$ cat src/rtl/ula_pkg.sv
// Shared definitions for the ALU front-end arbiter: opcodes, FSM states
// and the opcode legality check.
package ula_pkg;

    localparam logic [4:0] SOMA     = 5'b00000;
    localparam logic [4:0] SUBTRAI  = 5'b00001;
    localparam logic [4:0] MULT     = 5'b00010;
    localparam logic [4:0] DIV      = 5'b00011;
    localparam logic [4:0] DIVU     = 5'b00100;
    localparam logic [4:0] E_LOG    = 5'b00101;
    localparam logic [4:0] OU_LOG   = 5'b00110;
    localparam logic [4:0] XOU      = 5'b00111;
    localparam logic [4:0] NOU      = 5'b01000;
    localparam logic [4:0] DESL_E   = 5'b01001;
    localparam logic [4:0] DESL_D   = 5'b01010;
    localparam logic [4:0] DESL_A   = 5'b01011;
    localparam logic [4:0] MAIOR    = 5'b01110;
    localparam logic [4:0] SEGUIDOR = 5'b11111;

    typedef enum logic [1:0] {
        OCIOSO,
        ESPERA,
        CAPTURA,
        CONCLUI
    } estado_t;

    function automatic logic op_valida(input logic [4:0] op);
        return (op <= DESL_A) || (op == MAIOR) || (op == SEGUIDOR);
    endfunction

endpackage

$ cat src/rtl/ula_arbitro_if.sv
// Requester-side and ALU-side signal bundle of the ALU arbiter.
interface ula_arbitro_if #(parameter int LARGURA = 32);

    logic               req0, req1;
    logic [4:0]         op0, op1;
    logic [LARGURA-1:0] rs0, rt0, rs1, rt1;
    logic               done0, done1, erro;
    logic [LARGURA-1:0] resultado, hi_reg, lo_reg;
    logic [4:0]         ula_op;
    logic [LARGURA-1:0] ula_rs, ula_rt;
    logic [LARGURA-1:0] ula_res, ula_hi, ula_lo;

    modport slave (
        input  req0, op0, rs0, rt0, req1, op1, rs1, rt1,
        input  ula_res, ula_hi, ula_lo,
        output done0, done1, erro, resultado, hi_reg, lo_reg,
        output ula_op, ula_rs, ula_rt
    );

    modport master (
        output req0, op0, rs0, rt0, req1, op1, rs1, rt1,
        output ula_res, ula_hi, ula_lo,
        input  done0, done1, erro, resultado, hi_reg, lo_reg,
        input  ula_op, ula_rs, ula_rt
    );

endinterface

$ cat src/rtl/ula_rr_arb.sv
// Two-way round-robin grant; the pointer remembers who was served last.
module ula_rr_arb (
    input  logic clock,
    input  logic reset,
    input  logic req0_i,
    input  logic req1_i,
    input  logic amostra_i,
    output logic gnt0_o,
    output logic gnt1_o
);

    // Reset to "1 served last" so requester 0 wins the first tie.
    logic ult_q;

    assign gnt0_o = amostra_i & req0_i & (~req1_i | ult_q);
    assign gnt1_o = amostra_i & req1_i & (~req0_i | ~ult_q);

    always_ff @(posedge clock or negedge reset) begin
        if (!reset)
            ult_q <= 1'b1;
        else if (gnt0_o)
            ult_q <= 1'b0;
        else if (gnt1_o)
            ult_q <= 1'b1;
    end

endmodule

$ cat src/rtl/ula_arbitro.sv
// Arbiter/sequencer in front of the shared ALU: grants, drives the ALU bus,
// waits the fixed ALU latency and returns the result with a done pulse.
module ula_arbitro
    import ula_pkg::*;
#(
    parameter int LARGURA = 32,
    parameter int ULA_LAT = 1
) (
    input  logic           clock,
    input  logic           reset,
    ula_arbitro_if.slave   bus
);

    localparam int CW = (ULA_LAT < 2) ? 1 : $clog2(ULA_LAT + 1);

    estado_t            estado_q;
    logic [CW-1:0]      cnt_q;
    logic               dono_q;
    logic               done0_q, done1_q, erro_q;
    logic [LARGURA-1:0] res_q, hi_q, lo_q;
    logic [4:0]         ula_op_q;
    logic [LARGURA-1:0] ula_rs_q, ula_rt_q;

    logic               gnt0, gnt1;
    logic [4:0]         op_sel;
    logic [LARGURA-1:0] rs_sel, rt_sel;
    logic               aceita;

    ula_rr_arb u_rr (
        .clock     (clock),
        .reset     (reset),
        .req0_i    (bus.req0),
        .req1_i    (bus.req1),
        .amostra_i (estado_q == OCIOSO),
        .gnt0_o    (gnt0),
        .gnt1_o    (gnt1)
    );

    always_comb begin
        op_sel = gnt1 ? bus.op1 : bus.op0;
        rs_sel = gnt1 ? bus.rs1 : bus.rs0;
        rt_sel = gnt1 ? bus.rt1 : bus.rt0;
        aceita = op_valida(op_sel) &&
                 !(((op_sel == DIV) || (op_sel == DIVU)) && (rt_sel == '0));
    end

    always_ff @(posedge clock or negedge reset) begin
        if (!reset) begin
            estado_q <= OCIOSO;
            cnt_q    <= '0;
            dono_q   <= 1'b0;
            done0_q  <= 1'b0;
            done1_q  <= 1'b0;
            erro_q   <= 1'b0;
            res_q    <= '0;
            hi_q     <= '0;
            lo_q     <= '0;
            ula_op_q <= '0;
            ula_rs_q <= '0;
            ula_rt_q <= '0;
        end else begin
            case (estado_q)
                OCIOSO: begin
                    if (gnt0 || gnt1) begin
                        dono_q <= gnt1;
                        if (aceita) begin
                            ula_op_q <= op_sel;
                            ula_rs_q <= rs_sel;
                            ula_rt_q <= rt_sel;
                            cnt_q    <= CW'(ULA_LAT);
                            estado_q <= ESPERA;
                        end else begin
                            // Rejects never touch the ALU bus.
                            erro_q   <= 1'b1;
                            res_q    <= '0;
                            done0_q  <= gnt0;
                            done1_q  <= gnt1;
                            estado_q <= CONCLUI;
                        end
                    end
                end
                ESPERA: begin
                    cnt_q <= cnt_q - CW'(1);
                    if (cnt_q == CW'(1))
                        estado_q <= CAPTURA;
                end
                CAPTURA: begin
                    res_q <= bus.ula_res;
                    if (ula_op_q == MULT) begin
                        hi_q <= bus.ula_hi;
                        lo_q <= bus.ula_lo;
                    end
                    erro_q   <= 1'b0;
                    done0_q  <= ~dono_q;
                    done1_q  <= dono_q;
                    estado_q <= CONCLUI;
                end
                CONCLUI: begin
                    done0_q  <= 1'b0;
                    done1_q  <= 1'b0;
                    estado_q <= OCIOSO;
                end
                default: estado_q <= OCIOSO;
            endcase
        end
    end

    assign bus.done0     = done0_q;
    assign bus.done1     = done1_q;
    assign bus.erro      = erro_q;
    assign bus.resultado = res_q;
    assign bus.hi_reg    = hi_q;
    assign bus.lo_reg    = lo_q;
    assign bus.ula_op    = ula_op_q;
    assign bus.ula_rs    = ula_rs_q;
    assign bus.ula_rt    = ula_rt_q;

endmodule

$ cat src/flat_wrapper.sv
// flat-port wrapper written by rule: the top's interface ports become plain ports
module ula_arbitro_flat import ula_pkg::*;
#(
    parameter int LARGURA = 32,
    parameter int ULA_LAT = 1
)
  (clock, reset, bus_req0, bus_op0, bus_rs0, bus_rt0, bus_req1, bus_op1, bus_rs1, bus_rt1, bus_ula_res, bus_ula_hi, bus_ula_lo, bus_done0, bus_done1, bus_erro, bus_resultado, bus_hi_reg, bus_lo_reg, bus_ula_op, bus_ula_rs, bus_ula_rt);
  ula_arbitro_if #(.LARGURA(LARGURA)) bus_i ();
  input  logic clock;
  input  logic reset;
  input wire logic [$bits(bus_i.req0)-1:0] bus_req0;
  input wire logic [$bits(bus_i.op0)-1:0] bus_op0;
  input wire logic [$bits(bus_i.rs0)-1:0] bus_rs0;
  input wire logic [$bits(bus_i.rt0)-1:0] bus_rt0;
  input wire logic [$bits(bus_i.req1)-1:0] bus_req1;
  input wire logic [$bits(bus_i.op1)-1:0] bus_op1;
  input wire logic [$bits(bus_i.rs1)-1:0] bus_rs1;
  input wire logic [$bits(bus_i.rt1)-1:0] bus_rt1;
  input wire logic [$bits(bus_i.ula_res)-1:0] bus_ula_res;
  input wire logic [$bits(bus_i.ula_hi)-1:0] bus_ula_hi;
  input wire logic [$bits(bus_i.ula_lo)-1:0] bus_ula_lo;
  output wire logic [$bits(bus_i.done0)-1:0] bus_done0;
  output wire logic [$bits(bus_i.done1)-1:0] bus_done1;
  output wire logic [$bits(bus_i.erro)-1:0] bus_erro;
  output wire logic [$bits(bus_i.resultado)-1:0] bus_resultado;
  output wire logic [$bits(bus_i.hi_reg)-1:0] bus_hi_reg;
  output wire logic [$bits(bus_i.lo_reg)-1:0] bus_lo_reg;
  output wire logic [$bits(bus_i.ula_op)-1:0] bus_ula_op;
  output wire logic [$bits(bus_i.ula_rs)-1:0] bus_ula_rs;
  output wire logic [$bits(bus_i.ula_rt)-1:0] bus_ula_rt;
  assign bus_i.req0 = bus_req0;
  assign bus_i.op0 = bus_op0;
  assign bus_i.rs0 = bus_rs0;
  assign bus_i.rt0 = bus_rt0;
  assign bus_i.req1 = bus_req1;
  assign bus_i.op1 = bus_op1;
  assign bus_i.rs1 = bus_rs1;
  assign bus_i.rt1 = bus_rt1;
  assign bus_i.ula_res = bus_ula_res;
  assign bus_i.ula_hi = bus_ula_hi;
  assign bus_i.ula_lo = bus_ula_lo;
  assign bus_done0 = bus_i.done0;
  assign bus_done1 = bus_i.done1;
  assign bus_erro = bus_i.erro;
  assign bus_resultado = bus_i.resultado;
  assign bus_hi_reg = bus_i.hi_reg;
  assign bus_lo_reg = bus_i.lo_reg;
  assign bus_ula_op = bus_i.ula_op;
  assign bus_ula_rs = bus_i.ula_rs;
  assign bus_ula_rt = bus_i.ula_rt;
  ula_arbitro #(.LARGURA(LARGURA), .ULA_LAT(ULA_LAT)) u_core (.clock(clock), .reset(reset), .bus(bus_i));
endmodule
$ cat config.mk
export PLATFORM = sky130hd
export DESIGN_NAME = ula_arbitro_flat
export DESIGN_NICKNAME = d
export VERILOG_FILES = /design/src/rtl/ula_pkg.sv /design/src/rtl/ula_arbitro_if.sv /design/src/rtl/ula_rr_arb.sv /design/src/rtl/ula_arbitro.sv /design/src/flat_wrapper.sv
export SDC_FILE = /design/constraint.sdc
export NUM_CORES = 1
export LEC_CHECK = 0
export CAP_MARGIN = 20
export CORE_AREA = 2 2 158 160
export CTS_CLUSTER_SIZE = 40
export DETAILED_ROUTE_END_ITERATION = 8
export DIE_AREA = 0 0 160 162
export GPL_ROUTABILITY_DRIVEN = 0
export GPL_TIMING_DRIVEN = 0
export PLACE_DENSITY = 0.7
export SYNTH_ARGS = -nofsm -noshare
export SYNTH_HDL_FRONTEND = slang
export SYNTH_SLANG_ARGS = --single-unit
$ cat constraint.sdc
create_clock -name clock -period 6.7 [get_ports clock]
set_input_delay 1.005 -clock clock [delete_from_list [all_inputs] [get_ports clock]]
set_output_delay 1.005 -clock clock [all_outputs]
set_load 0.03 [all_outputs]
==> parameters.txt, run 1 <==
Parameter                              Value

Floorplan
  Initial cell density of the core ... 34.6%
  Die Area ... 25900 sq um
  FP Rows ... 57
  Std-Cell Core Area ... 24100 sq um
  Horizontal die dimension ... 160 microns
  DIE HEIGHT ... 162 microns
  I/O Pins ... 406

Synth
  Synthesized instance count ... 769
  Synthesized area per cell ... roughly 11 sq um
  Number of warning messages in the yosys log ... 0
  #FFs+latches synth ... ~170
  Predominant post-synthesis flop cell ... dfrtp_1
  Post-synthesis instance area ... 8340 sq um
  Number of distinct library cells after synthesis ... 43
  Async set-or-reset flop fraction in the synthesized netlist ... 100%
  Post-synth EDFFs ... 0
  Syn_nets ... 1013
  Sequential element share of the synthesized area ... 51.9%

CTS
  Cell at the root of the clock tree ... clkbuf_16
  Number of levels in the clock H-tree ... 4
  CTS tree ... yes
  Buffers from clock root to sink, at most ... 2
  Number of clock sinks seen by CTS ... between 150 and 200
  Clock Latency Late Sink ... 0.43 ns
  Post-CTS setup buffer count ... 0
  Total CTS buffers ... 17
  Clock transition at the registers of the reported paths ... 0.07 ns
  Post-CTS Hold Buffers ... 0
  Number of resized instances in the post-cts repair step ... 0

Place
  DP HPWL ... 22000 microns
  Port-buffer cells ... 405
  Worst setup timing slack at the placement stage ... 2.31 ns
  Cell count after placement ... 1499

Route
  Via count ... around 7500
  Iteration-0 DRC Markers ... 342
  DRC violations left ... 0
  Detail-routed via count per cell ... 4.89
  Length of the first detailed-routing pass in iterations ... 4
  Wirelength per Cell ... between 15 and 20 microns
  Total routed wirelength ... between 20000 and 30000 microns
  Antenna-violating nets left ... 0

Final layout
  Diodes inserted ... 0
  Final instance count without filler cells ... approximately 1500
  NumNets Final ... 1438
  Fraction of final layout cells sized beyond drive strength 1 ... about 16%
  P&R area growth vs syn ... 61.3%

Critical path
  Required time of the critical path ... 7.00 ns
  Reg-to-reg slack, setup ... 3.21 ns
  Slowest Stage Delay on Critical Path ... ~0.54 ns
  Startpoint Class ... primary input
  Crit path cell chain ... clkdlybuf4s50_1 -> nand2_1 -> nand3_1 -> o21ai_0 -> o22a_1 -> clkbuf_1 -> a211oi_4 -> buf_6 -> buf_6 -> mux2_4
  Combined buffer and inverter count along the critical path ... 4
  Crit Path Class ... in2reg
  Terminus of the critical flop-to-flop path ... u_core.bus.ula_rt[24]$_DFFE_PN0P_
  Reg2Reg Launch Point ... u_core.estado_q[1]$_DFFE_PN0P_
  Top fanout value on the critical path ... 10
  Crit path capture type ... flop
  Start point of the critical path ... bus_req0
  Crit path DAT ... 4.14 ns
  Worst R2R Path Depth ... 11
  Cell family contributing the most delay on the critical path ... buffers and inverters
  Cell with the largest stage delay on the worst path ... clkdlybuf4s50_1
  Most repeated library cell on the critical path ... buf_6

GRT
  Antenna violations before repair ... 0
  Overflow after GRT ... 0
  GRT Resource Usage Total ... 21.7%
  Largest net degree at the start of global routing ... 90
  Wire length of the first global-routing pass ... 43800 microns
  Via count of the first global-routing pass ... 7934

Worst hold path
  Number of cells on the worst hold path ... 1
  Hold WC Path Type ... reg2reg
  Endpoint with the worst hold slack ... u_core.bus.ula_rs[6]$_DFFE_PN0P_
  Startpoint of the worst hold path ... u_core.bus.ula_rs[6]$_DFFE_PN0P_

Power
  Largest vdd supply drop ... 0.249 mV
  Leak Pwr ... 5.77 nW
  PwrDens ... 502 nW/um^2

Timing
  Headroom to the max-slew limit ... between 40% and 50%
  Setup repair after global routing missed its margin ... false
  Final period demand of the worst path ... 3.84 ns
  Achievable clock frequency ... 260 MHz
  Post-route setup slack ... 2.86 ns
  Final Max Slew Viols ... 0
  Final Hold Fails ... 0
  Slew of the pin with the lowest slew margin ... 0.774 ns
  Setup Viol. Count Final ... 0
  Min Hold Slack ... 0.505 ns
  Clock Skews ... 0.0189 ns
  Period utilisation layout ... 57.3%

Flow run
  Max capacitance violation total ... 0

Outcome
  Outcome ... finished clean
==> worst max-delay path by stage <==
stage,slack (ns),depth (start not counted),end
after floorplan,3.70,9,u_core.bus.ula_rt[20]$_DFFE_PN0P_
after global placement,-2.99,1,u_core.bus.ula_rs[7]$_DFFE_PN0P_
after detailed placement,2.31,10,u_core.bus.ula_rt[22]$_DFFE_PN0P_
after CTS,2.81,10,u_core.bus.ula_rt[24]$_DFFE_PN0P_
after global routing,2.63,10,u_core.bus.ula_rt[24]$_DFFE_PN0P_
final,2.86,10,u_core.bus.ula_rt[24]$_DFFE_PN0P_
==> placed cells by master (no fill, tap or decap), drive strengths merged, types with 6 or more instances in the layout <==
cell             n
clkinv           8
ha               6
clkbuf          42
nand3            9
mux2           133
nor4            15
buf             25
nand2          218
a221o           32
a21oi            7
inv             13
nor2            39
dfrtp          172
mux2i           32
clkdlybuf4s50  404
==> per-layer routing <==
layer	vias to the layer above	wire length [microns]	track usage [%]
li1	3525	-	-
met1	3593	11600	26.2
met2	330	14100	37.5
met3	35	2260	6.41
met4	0	671	7.08
met5	-	0	0
==> synthesized netlist by cell type (5+ instances only) <==
| master | number | area [sq um] |
|---|---|---|
| mux2i_1 | 32 | 320 |
| clkbuf_1 | 25 | 93.8 |
| buf_1 | 6 | 22.5 |
| mux2_2 | 123 | 1390 |
| a21oi_1 | 7 | 35.0 |
| buf_2 | 14 | 70.1 |
| nand2_1 | 218 | 818 |
| nor4_1 | 15 | 93.8 |
| a221o_1 | 32 | 320 |
| mux2_4 | 10 | 150 |
| nand3_1 | 9 | 45.0 |
| nand2b_1 | 5 | 31.3 |
| inv_1 | 7 | 26.3 |
| ha_1 | 6 | 75.1 |
| nor2_1 | 39 | 146 |
| dfrtp_1 | 172 | 4300 |
==> report_power, final <==
part	internal, mW	leakage (nW)	switching (mW)
clock	0.512	0.295	0.509
combinational	1.75	3.41	2.08
sequential	1.59	2.06	0.322
total	3.84	5.77	2.91
==> cell families after synthesis <==
group / count (synthesis) / synth area share (%)
adders and majority gates: 6 / 0.900
muxes: 165 / 22.3
and+or+nand+nor: 308 / 15.5
AOI/OAI and AO/OA: 62 / 6.51
DFF: 173 / 51.9
buffers and inverters: 55 / 2.96
==> through the flow <==
| step | total power, mW | setup TNS [ns] | utilization, % | cell area [sq um] |
|---|---|---|---|---|
| 5_1_grt | 7.12 | 0 | 55.8 | 13500 |
| 3_5_place_dp | 5.77 | 0 | 53.2 | 12800 |
| 2_1_floorplan | 4.14 | 0 | - | 8340 |
| 6_report | 6.76 | 0 | 55.8 | 13500 |
| 3_3_place_gp | 5.70 | -512.54 | 53.1 | 12800 |
| 4_1_cts | 6.82 | 0 | 55.8 | 13500 |
==> final cells by class <==
cell class | instances | area [sq um]
Clock buffer | 17 | 425
Clock inverter | 15 | 195
Timing Repair Buffer | 406 | 4090
Tap cell | 324 | 405
Fill cell | 2123 | 10700
Multi-Input combinational cell | 541 | 3760
Inverter | 7 | 26.3
Buffer | 48 | 220
Sequential cell | 173 | 4330
Note: power is estimated with default switching activity, not from simulation.
==> inputs of run 2 (changes only) <==
- PLACE_DENSITY: 0.7 -> 0.73
- clock period: 6.7 -> 3.2 ns (I/O delays scaled with it)
==> run 2 against run 1 <==
  * Die area unchanged
  * Largest cell class unchanged
  * Clock-buffer cell count unchanged
  * Wire length increased by 2.9%
  * Setup slack got worse by 2.7 ns
  * Global-route usage increased by 0.53 points
  * Flip-flop and latch count unchanged
  * Largest power group unchanged
  * Combinational power increased by 110%
  * Sequential share of layout area about the same
  * Clock power increased by 110%
==> parameters.txt, run 2 (synthesis gave the netlist of run 1 again) <==
Parameter                              Value

Route
  Detail-routed via count per cell ... 4.98 (was 4.89)
  Total routed wirelength ... 29500 microns (was 28700 microns)
  DRC violations left ... 0 (unchanged)
  Via count ... 7615 (was 7483)
  Antenna-violating nets left ... 0 (unchanged)
  Wirelength per Cell ... 19.3 microns (was 18.7 microns)
  Length of the first detailed-routing pass in iterations ... 5 (was 4)
  Iteration-0 DRC Markers ... 492 (was 342)

Final layout
  NumNets Final ... 1437 (was 1438)
  Diodes inserted ... 0 (unchanged)
  P&R area growth vs syn ... 61.2% (was 61.3%)
  Count of fill cells added during filler insertion ... 2142 (was 2123)
  Most frequent cells in the layout ... clkdlybuf4s50_1, nand2_1, dfrtp_1 (unchanged)
  Most common cell after layout, fill and taps aside ... clkdlybuf4s50_1 (unchanged)
  Fraction of final layout cells sized beyond drive strength 1 ... 15.8% (was 15.6%)
  Final instance count without filler cells ... 1530 (was 1531)

Floorplan
  Die Area ... 25900 sq um (unchanged)
  Std-Cell Core Area ... 24100 sq um (unchanged)
  FP Rows ... 57 (unchanged)
  Horizontal die dimension ... 160 microns (unchanged)
  Initial cell density of the core ... 34.6% (unchanged)
  DIE HEIGHT ... 162 microns (unchanged)
  I/O Pins ... 406 (unchanged)

Power
  Largest vdd supply drop ... 0.637 mV (was 0.249 mV)
  Clock group share of total power ... 14.8% (was 15.1%)
  Share of total power in sequential cells ... 28.3% (was 28.2%)
  Net switching fraction of the power ... 43.2% (was 43.1%)
  Switching Power ... 6.12 mW (was 2.91 mW)
  Relative contribution of combinational cells to total power ... 56.9% (was 56.7%)
  Leak Pwr ... 5.76 nW (was 5.77 nW)
  Internal Dissipation ... 8.05 mW (was 3.84 mW)
  PwrDens ... 1050 nW/um^2 (was 502 nW/um^2)

Timing
  Final Max Slew Viols ... 0 (unchanged)
  Setup Viol. Count Final ... 0 (unchanged)
  Headroom to the max-slew limit ... 49.0% (was 48.4%)
  Achievable clock frequency ... 330 MHz
  Final Hold Fails ... 0 (unchanged)
  Period utilisation layout ... 94.6%
  Slew of the pin with the lowest slew margin ... 0.766 ns (was 0.774 ns)
  Final TNS setup ... 0 ns (unchanged)
  Clock Skews ... 0.0204 ns (was 0.0189 ns)
  Final period demand of the worst path ... 3.03 ns
  Setup repair after global routing missed its margin ... false (unchanged)

Place
  Cell count after placement ... 1499 (unchanged)
  DP HPWL ... 22600 microns (was 22000 microns)
  Port-buffer cells ... 405 (unchanged)

Critical path
  Most repeated library cell on the critical path ... buf_2 (was buf_6)
  Top fanout value on the critical path ... 10 (unchanged)
  Crit path DAT ... 3.33 ns (was 4.14 ns)
  Reg-to-reg slack, setup ... 0.17 ns (was 3.21 ns)
  Required time of the critical path ... 3.50 ns (was 7.00 ns)
  Cell family contributing the most delay on the critical path ... buffers and inverters (unchanged)
  Crit Path Class ... reg2reg (was in2reg)
  Startpoint Class ... flop (was primary input)
  Slowest Stage Delay on Critical Path ... 0.44 ns (was 0.54 ns)
  Crit path capture type ... flop (unchanged)
  Terminus of the critical flop-to-flop path ... u_core.bus.ula_rt[10]$_DFFE_PN0P_ (was u_core.bus.ula_rt[24]$_DFFE_PN0P_)
  Cell with the largest stage delay on the worst path ... dfrtp_1 (was clkdlybuf4s50_1)
  Combined buffer and inverter count along the critical path ... 6 (was 4)
  Reg2Reg Launch Point ... u_core.estado_q[1]$_DFFE_PN0P_ (unchanged)
  Worst R2R Path Depth ... 12 (was 11)
  Crit path cell chain ... inv_2 -> ha_1 -> buf_2 -> and3_1 -> clkbuf_4 -> o21ai_1 -> a211o_1 -> buf_6 -> a211oi_4 -> buf_12 -> buf_2 -> mux2_2 (was clkdlybuf4s50_1 -> nand2_1 -> nand3_1 -> o21ai_0 -> o22a_1 -> clkbuf_1 -> a211oi_4 -> buf_6 -> buf_6 -> mux2_4)

GRT
  GRT Resource Usage Total ... 22.3% (was 21.7%)
  Antenna violations before repair ... 0 (unchanged)
  Via count of the first global-routing pass ... 7957 (was 7934)
  Overflow after GRT ... 0 (unchanged)
  Largest net degree at the start of global routing ... 93 (was 90)
  Wire length of the first global-routing pass ... 44900 microns (was 43800 microns)

Outcome
  Outcome ... finished clean (unchanged)

Worst hold path
  Hold WC Path Type ... in2async (was reg2reg)

CTS
  Buffers from clock root to sink, at most ... 2 (unchanged)
  Total CTS buffers ... 17 (unchanged)
  Clock transition at the registers of the reported paths ... 0.08 ns (was 0.07 ns)
  Clock Latency Late Sink ... 0.43 ns (about the same)
  Number of levels in the clock H-tree ... 4 (unchanged)
  Post-CTS Hold Buffers ... 0 (unchanged)
  Cell at the root of the clock tree ... clkbuf_16 (unchanged)
  Number of clock sinks seen by CTS ... 173 (unchanged)
  CTS tree ... yes (unchanged)

Flow run
  Max capacitance violation total ... 0 (unchanged)
-- run 2: cell count changes in the layout (fill, tap and decap cells not counted), moves of 2 or more --
cell and delta:
buf_2 -2, clkinv_8 -2, inv_1 -2, inv_2 +2
-- run 2: cell type report --
class	count	area [sq um]	share of cell area, %
Buffer	46	210	1.56
Clock buffer	17	425	3.16
Clock inverter	15	173	1.28
Inverter	7	26.3	0.195
Multi-Input combinational cell	541	3770	28.0
Sequential cell	173	4330	32.2
Tap cell	324	405	3.02
Timing Repair Buffer	407	4110	30.5
-- run 2: power by group through the flow --
stage / Clock [mW] / Sequential, mW / Combinational (mW)
finish: 2.10 / 4.01 / 8.06
floorplan: 0 / 6.08 / 2.59
CTS: 2.16 / 4.01 / 8.15
detailed placement: 0 / 4.04 / 8.09
global route: 2.26 / 4.14 / 8.54
global placement: 0 / 4.00 / 7.98
-- run 2: worst max path at each step --
stage                                              start                                end  depth (start not counted)
after global placement                             reset   u_core.bus.ula_rs[6]$_DFFE_PN0P_                          1
after floorplan           u_core.estado_q[0]$_DFFE_PN0P_  u_core.bus.ula_rt[20]$_DFFE_PN0P_                         12
after global routing      u_core.estado_q[1]$_DFFE_PN0P_  u_core.bus.ula_rt[13]$_DFFE_PN0P_                         12
final                     u_core.estado_q[1]$_DFFE_PN0P_  u_core.bus.ula_rt[10]$_DFFE_PN0P_                         12
after CTS                 u_core.estado_q[1]$_DFFE_PN0P_  u_core.bus.ula_rt[26]$_DFFE_PN0P_                         13
after detailed placement                        bus_req0  u_core.bus.ula_rs[25]$_DFFE_PN0P_                          9
-- run 2: through the flow --
| step | utilization, % | power (mW) | hold slack (ns) | area, sq um | worst slack, ns |
|---|---|---|---|---|---|
| floorplan | - | 8.66 | 0.184 | 8340 | 0.526 |
| global placement | 53.1 | 12.0 | 0.486 | 12800 | -5.90 |
| detailed placement | 53.2 | 12.1 | 0.493 | 12800 | -0.641 |
| CTS | 55.8 | 14.3 | 0.0587 | 13500 | 0.0219 |
| finish | 55.8 | 14.2 | 0.0161 | 13400 | 0.171 |
| global route | 55.8 | 14.9 | 0.0650 | 13400 | 0.00268 |
-- run 2: metal layers --
metal / track usage, % / vias to the layer above / part of all wire [%]
li1: - / 3532 / -
met1: 26.5 / 3642 / 39
met2: 37.7 / 388 / 49
met3: 7.10 / 53 / 9.0
met4: 8.72 / 0 / 3.3
met5: 0 / - / 0
-- run 2: repair_timing --
action / 4_1_cts / 5_1_grt
setup endpoints to repair: 101 / 89
endpoints found under the hold margin: 0 / 0
gates resized for setup: 2 / 3
pin swaps: 1 / 0
buffers inserted: 1 / 0
gates cloned: 0 / 0
==> inputs of run 3 (changes only) <==
- CORE_AREA: 2 2 158 160 -> 2 2 157 159
- CTS_CLUSTER_SIZE: 40 -> unset
- DIE_AREA: 0 0 160 162 -> 0 0 159 161
- SKIP_LAST_GASP: unset -> 1
- SYNTH_HIERARCHICAL: unset -> 1
==> run 3 against run 2 <==
  * Fmax shrank 4.0%
  * Sequential share of layout area shrank 0.23 points
  * Utilization grew 0.73 points
  * Combinational power shrank 6.1%
  * Critical path depth grew 1
  * Flip-flop and latch count is the same
  * Design area grew 0.71%
  * Die area shrank 1.2%
  * Global-route usage shrank 0.88 points
  * First-iteration DRC count shrank 29%
  * Critical endpoint is now u_core/bus.resultado[25]$_DFFE_PN0P_
==> parameters.txt, run 3 <==
Parameter                              Value

Final layout
  P&R area growth vs syn ... 65.3% (was 61.2%)
  Final instance count without filler cells ... 1375 (was 1530)
  Fraction of final layout cells sized beyond drive strength 1 ... 29.4% (was 15.8%)
  Most frequent cells in the layout ... clkdlybuf4s50_1, mux2_2, dfrtp_1 (was clkdlybuf4s50_1, nand2_1, dfrtp_1)
  Count of fill cells added during filler insertion ... 2080 (was 2142)
  NumNets Final ... 1280 (was 1437)
  Final std cell area, no fill ... 13500 sq um (was 13400 sq um)
  Most common cell after layout, fill and taps aside ... clkdlybuf4s50_1 (unchanged)

Timing
  Achievable clock frequency ... 317 MHz (was 330 MHz)
  Final period demand of the worst path ... 3.16 ns (was 3.03 ns)
  Setup repair after global routing missed its margin ... true (was false)
  Final Hold Fails ... 0 (unchanged)
  Final Max Slew Viols ... 0 (unchanged)
  Period utilisation layout ... 98.6% (was 94.6%)
  Min Hold Slack ... 0.0499 ns (was 0.0161 ns)
  Setup Viol. Count Final ... 0 (unchanged)
  Clock Skews ... 0.0152 ns (was 0.0204 ns)
  Headroom to the max-slew limit ... 47.8% (was 49.0%)
  Slew of the pin with the lowest slew margin ... 0.782 ns (was 0.766 ns)
  Final TNS setup ... 0 ns (unchanged)

Synth
  Number of distinct library cells after synthesis ... 43 (unchanged)
  Top cell type by total area after synthesis ... dfrtp_1 (unchanged)
  Area share of the largest cell type after synthesis ... 52.5% (was 51.6%)
  Area share of and/or/nand/nor cells after synthesis ... 4.98% (was 15.5%)
  Async set-or-reset flop fraction in the synthesized netlist ... 100% (unchanged)
  Predominant post-synthesis flop cell ... dfrtp_1 (unchanged)
  Synthesized instance count ... 600 (was 769)
  Synth top area cells ... dfrtp_1, mux2_2, mux2i_1 (was dfrtp_1, mux2_2, nand2_1)
  Post-synthesis instance area ... 8190 sq um (was 8340 sq um)
  Main combinational cell family by area after synthesis ... multiplexers (unchanged)
  Fraction of the mapped netlist area in adder cells ... 0.764% (was 0.900%)
  Syn_nets ... 843 (was 1013)
  Number of warning messages in the yosys log ... 6 (was 0)
  #FFs+latches synth ... 173 (unchanged)
  Sequential element share of the synthesized area ... 52.9% (was 51.9%)
  Synth Area in Compound Gates ... 6.38% (was 6.51%)
  Top-count cell post-synth ... mux2_2 (was nand2_1)
  Synthesized area per cell ... 13.7 sq um (was 10.8 sq um)
  Parity-gate share of the synthesized area counting xor and xnor cells ... 0% (unchanged)
  Post-synth EDFFs ... 0 (unchanged)
  Top post-synthesis cells by count ... mux2_2, dfrtp_1, nor2_1 (was nand2_1, dfrtp_1, mux2_2)
  Mux contribution to synthesized area ... 32.2% (was 22.3%)

Floorplan
  Initial cell density of the core ... 34.2% (was 34.6%)
  Horizontal die dimension ... 159 microns (was 160 microns)
  I/O Pins ... 406 (unchanged)
  Die Area ... 25600 sq um (was 25900 sq um)
  DIE HEIGHT ... 161 microns (was 162 microns)
  Std-Cell Core Area ... 24000 sq um (was 24100 sq um)
  FP Rows ... 57 (unchanged)

CTS
  Clock Latency Late Sink ... 0.42 ns (was 0.43 ns)
  Number of clock sinks seen by CTS ... 173 (unchanged)
  Clock transition at the registers of the reported paths ... 0.08 ns (about the same)
  Total CTS buffers ... 17 (unchanged)
  CTS tree ... yes (unchanged)
  Buffers from clock root to sink, at most ... 2 (unchanged)
  Post-CTS Hold Buffers ... 0 (unchanged)
  Number of levels in the clock H-tree ... 4 (unchanged)
  Cell at the root of the clock tree ... clkbuf_16 (unchanged)

Place
  DP HPWL ... 21100 microns (was 22600 microns)
  Port-buffer cells ... 405 (unchanged)
  Cell count after placement ... 1330 (was 1499)
  Post-DP Area ... 12700 sq um (was 12800 sq um)

Critical path
  Reg2Reg Launch Point ... u_core/estado_q[0]$_DFFE_PN0P_ (was u_core.estado_q[1]$_DFFE_PN0P_)
  Cell with the largest stage delay on the worst path ... a222oi_1 (was dfrtp_1)
  Slowest Stage Delay on Critical Path ... 0.41 ns (was 0.44 ns)
  Crit Path Class ... reg2reg (unchanged)
  Reg-to-reg slack, setup ... 0.04 ns (was 0.17 ns)
  Most repeated library cell on the critical path ... buf_6 (was buf_2)
  Terminus of the critical flop-to-flop path ... u_core/bus.resultado[25]$_DFFE_PN0P_ (was u_core.bus.ula_rt[10]$_DFFE_PN0P_)
  Crit path capture type ... flop (unchanged)
  Worst R2R Path Depth ... 13 (was 12)
  Crit path DAT ... 3.45 ns (was 3.33 ns)
  Crit path cell chain ... inv_2 -> ha_4 -> nand2_4 -> a21oi_4 -> buf_6 -> mux2_4 -> or3_4 -> a222oi_1 -> o21ai_2 -> and3_1 -> buf_6 -> buf_6 -> a221o_2 (was inv_2 -> ha_1 -> buf_2 -> and3_1 -> clkbuf_4 -> o21ai_1 -> a211o_1 -> buf_6 -> a211oi_4 -> buf_12 -> buf_2 -> mux2_2)
  Top fanout value on the critical path ... 10 (unchanged)
  Required time of the critical path ... 3.50 ns (about the same)
  Startpoint Class ... flop (unchanged)

Route
  DRC violations left ... 0 (unchanged)
  Total routed wirelength ... 27600 microns (was 29500 microns)
  Wirelength per Cell ... 20.0 microns (was 19.3 microns)
  Via count ... 6799 (was 7615)
  Iteration-0 DRC Markers ... 351 (was 492)
  Length of the first detailed-routing pass in iterations ... 5 (unchanged)
  Antenna-violating nets left ... 0 (unchanged)
  Detail-routed via count per cell ... 4.94 (was 4.98)

GRT
  GRT Resource Usage Total ... 21.4% (was 22.3%)
  Overflow after GRT ... 0 (unchanged)
  Largest net degree at the start of global routing ... 90 (was 93)
  Via count of the first global-routing pass ... 7371 (was 7957)
  Antenna violations before repair ... 1 (was 0)
  Wire length of the first global-routing pass ... 42500 microns (was 44900 microns)

Power
  Relative contribution of combinational cells to total power ... 55.7% (was 56.9%)
  Largest vdd supply drop ... 0.601 mV (was 0.637 mV)
  Net switching fraction of the power ... 41.2% (was 43.2%)
  Leak Pwr ... 5.58 nW (was 5.76 nW)
  Switching Power ... 5.60 mW (was 6.12 mW)
  Share of total power in sequential cells ... 28.6% (was 28.3%)
  PwrDens ... 1000 nW/um^2 (was 1050 nW/um^2)
  Clock group share of total power ... 15.7% (was 14.8%)
  Internal Dissipation ... 7.99 mW (was 8.05 mW)

Worst hold path
  Hold WC Path Type ... in2async (unchanged)

Flow run
  Max capacitance violation total ... 0 (unchanged)

Outcome
  Outcome ... finished clean (unchanged)
run 3: kinds of logic after synthesis:
group	count (synthesis)
adder cells (fa/ha/maj)	5
buffers and inverters	46
flip-flops	173
multiplexers	238
AND/OR/NAND/NOR	82
AO/OA/AOI/OAI	56
run 3: critical path: cells and delay by family, from the launching register on:
kind	cells	cell delay [ns]
buf+inv	4	0.51
flops	1	0.40
mux	1	0.31
simple gates	3	0.62
fa+ha+maj	1	0.16
compound gates	4	1.04
run 3: repair_timing:
item                                    CTS  global route
cloned                                    1             0
buffers inserted                          7             4
endpoints found under the setup margin  107           103
gates resized for setup                  20            21
pin swaps                                 4             5
run 3: per-stage QoR:
| step | setup slack [ns] | utilization [%] | total power [mW] |
|---|---|---|---|
| 2_1_floorplan | 0.103 | - | 8.18 |
| 3_3_place_gp | -6.00 | 52.8 | 11.2 |
| 3_5_place_dp | -0.903 | 52.9 | 11.4 |
| 4_1_cts | 0.0298 | 56.0 | 13.6 |
| 5_1_grt | -0.112 | 56.5 | 14.3 |
| 6_report | 0.0449 | 56.5 | 13.6 |
run 3: routing by layer:
layer	part of all wire (%)	wire length [microns]	global-route usage [%]
met3	6.2	1710	6.27
met1	41	11300	26.2
met4	2.0	545	5.99
met2	51	14000	36.9
met5	0	0	0
run 3: how the worst max path moves through the flow:
stage / from / endpoint / slack [ns]
4_1_cts: u_core/estado_q[0]$_DFFE_PN0P_ / u_core/bus.resultado[25]$_DFFE_PN0P_ / 0.03
6_report: u_core/estado_q[0]$_DFFE_PN0P_ / u_core/bus.resultado[25]$_DFFE_PN0P_ / 0.04
5_1_grt: u_core/estado_q[1]$_DFFE_PN0P_ / u_core/bus.ula_op[1]$_DFFE_PN0P_ / -0.11
2_1_floorplan: u_core/estado_q[0]$_DFFE_PN0P_ / u_core/bus.resultado[10]$_DFFE_PN0P_ / 0.10
3_5_place_dp: bus_req1 / u_core/bus.ula_rs[6]$_DFFE_PN0P_ / -0.90
3_3_place_gp: reset / u_core/bus.lo_reg[7]$_DFFE_PN0P_ / -6.00
run 3: layout make-up:
| cell class | instances | area (sq um) | area share, % |
|---|---|---|---|
| Timing Repair Buffer | 418 | 4190 | 30.9 |
| Antenna cell | 1 | 2.50 | 0.0185 |
| Multi-Input combinational cell | 381 | 3720 | 27.5 |
| Inverter | 8 | 30.0 | 0.222 |
| Sequential cell | 173 | 4330 | 32.0 |
| Clock inverter | 15 | 173 | 1.28 |
| Buffer | 38 | 268 | 1.98 |
| Clock buffer | 17 | 425 | 3.14 |
| Tap cell | 324 | 405 | 2.99 |
run 3: power by group through the flow:
| stage | registers, mW | logic [mW] | clock network, mW |
|---|---|---|---|
| floorplan | 5.93 | 2.25 | 0 |
| global placement | 3.87 | 7.37 | 0 |
| detailed placement | 3.91 | 7.45 | 0 |
| CTS | 3.88 | 7.56 | 2.19 |
| global route | 4.04 | 7.96 | 2.28 |
| finish | 3.89 | 7.57 | 2.13 |
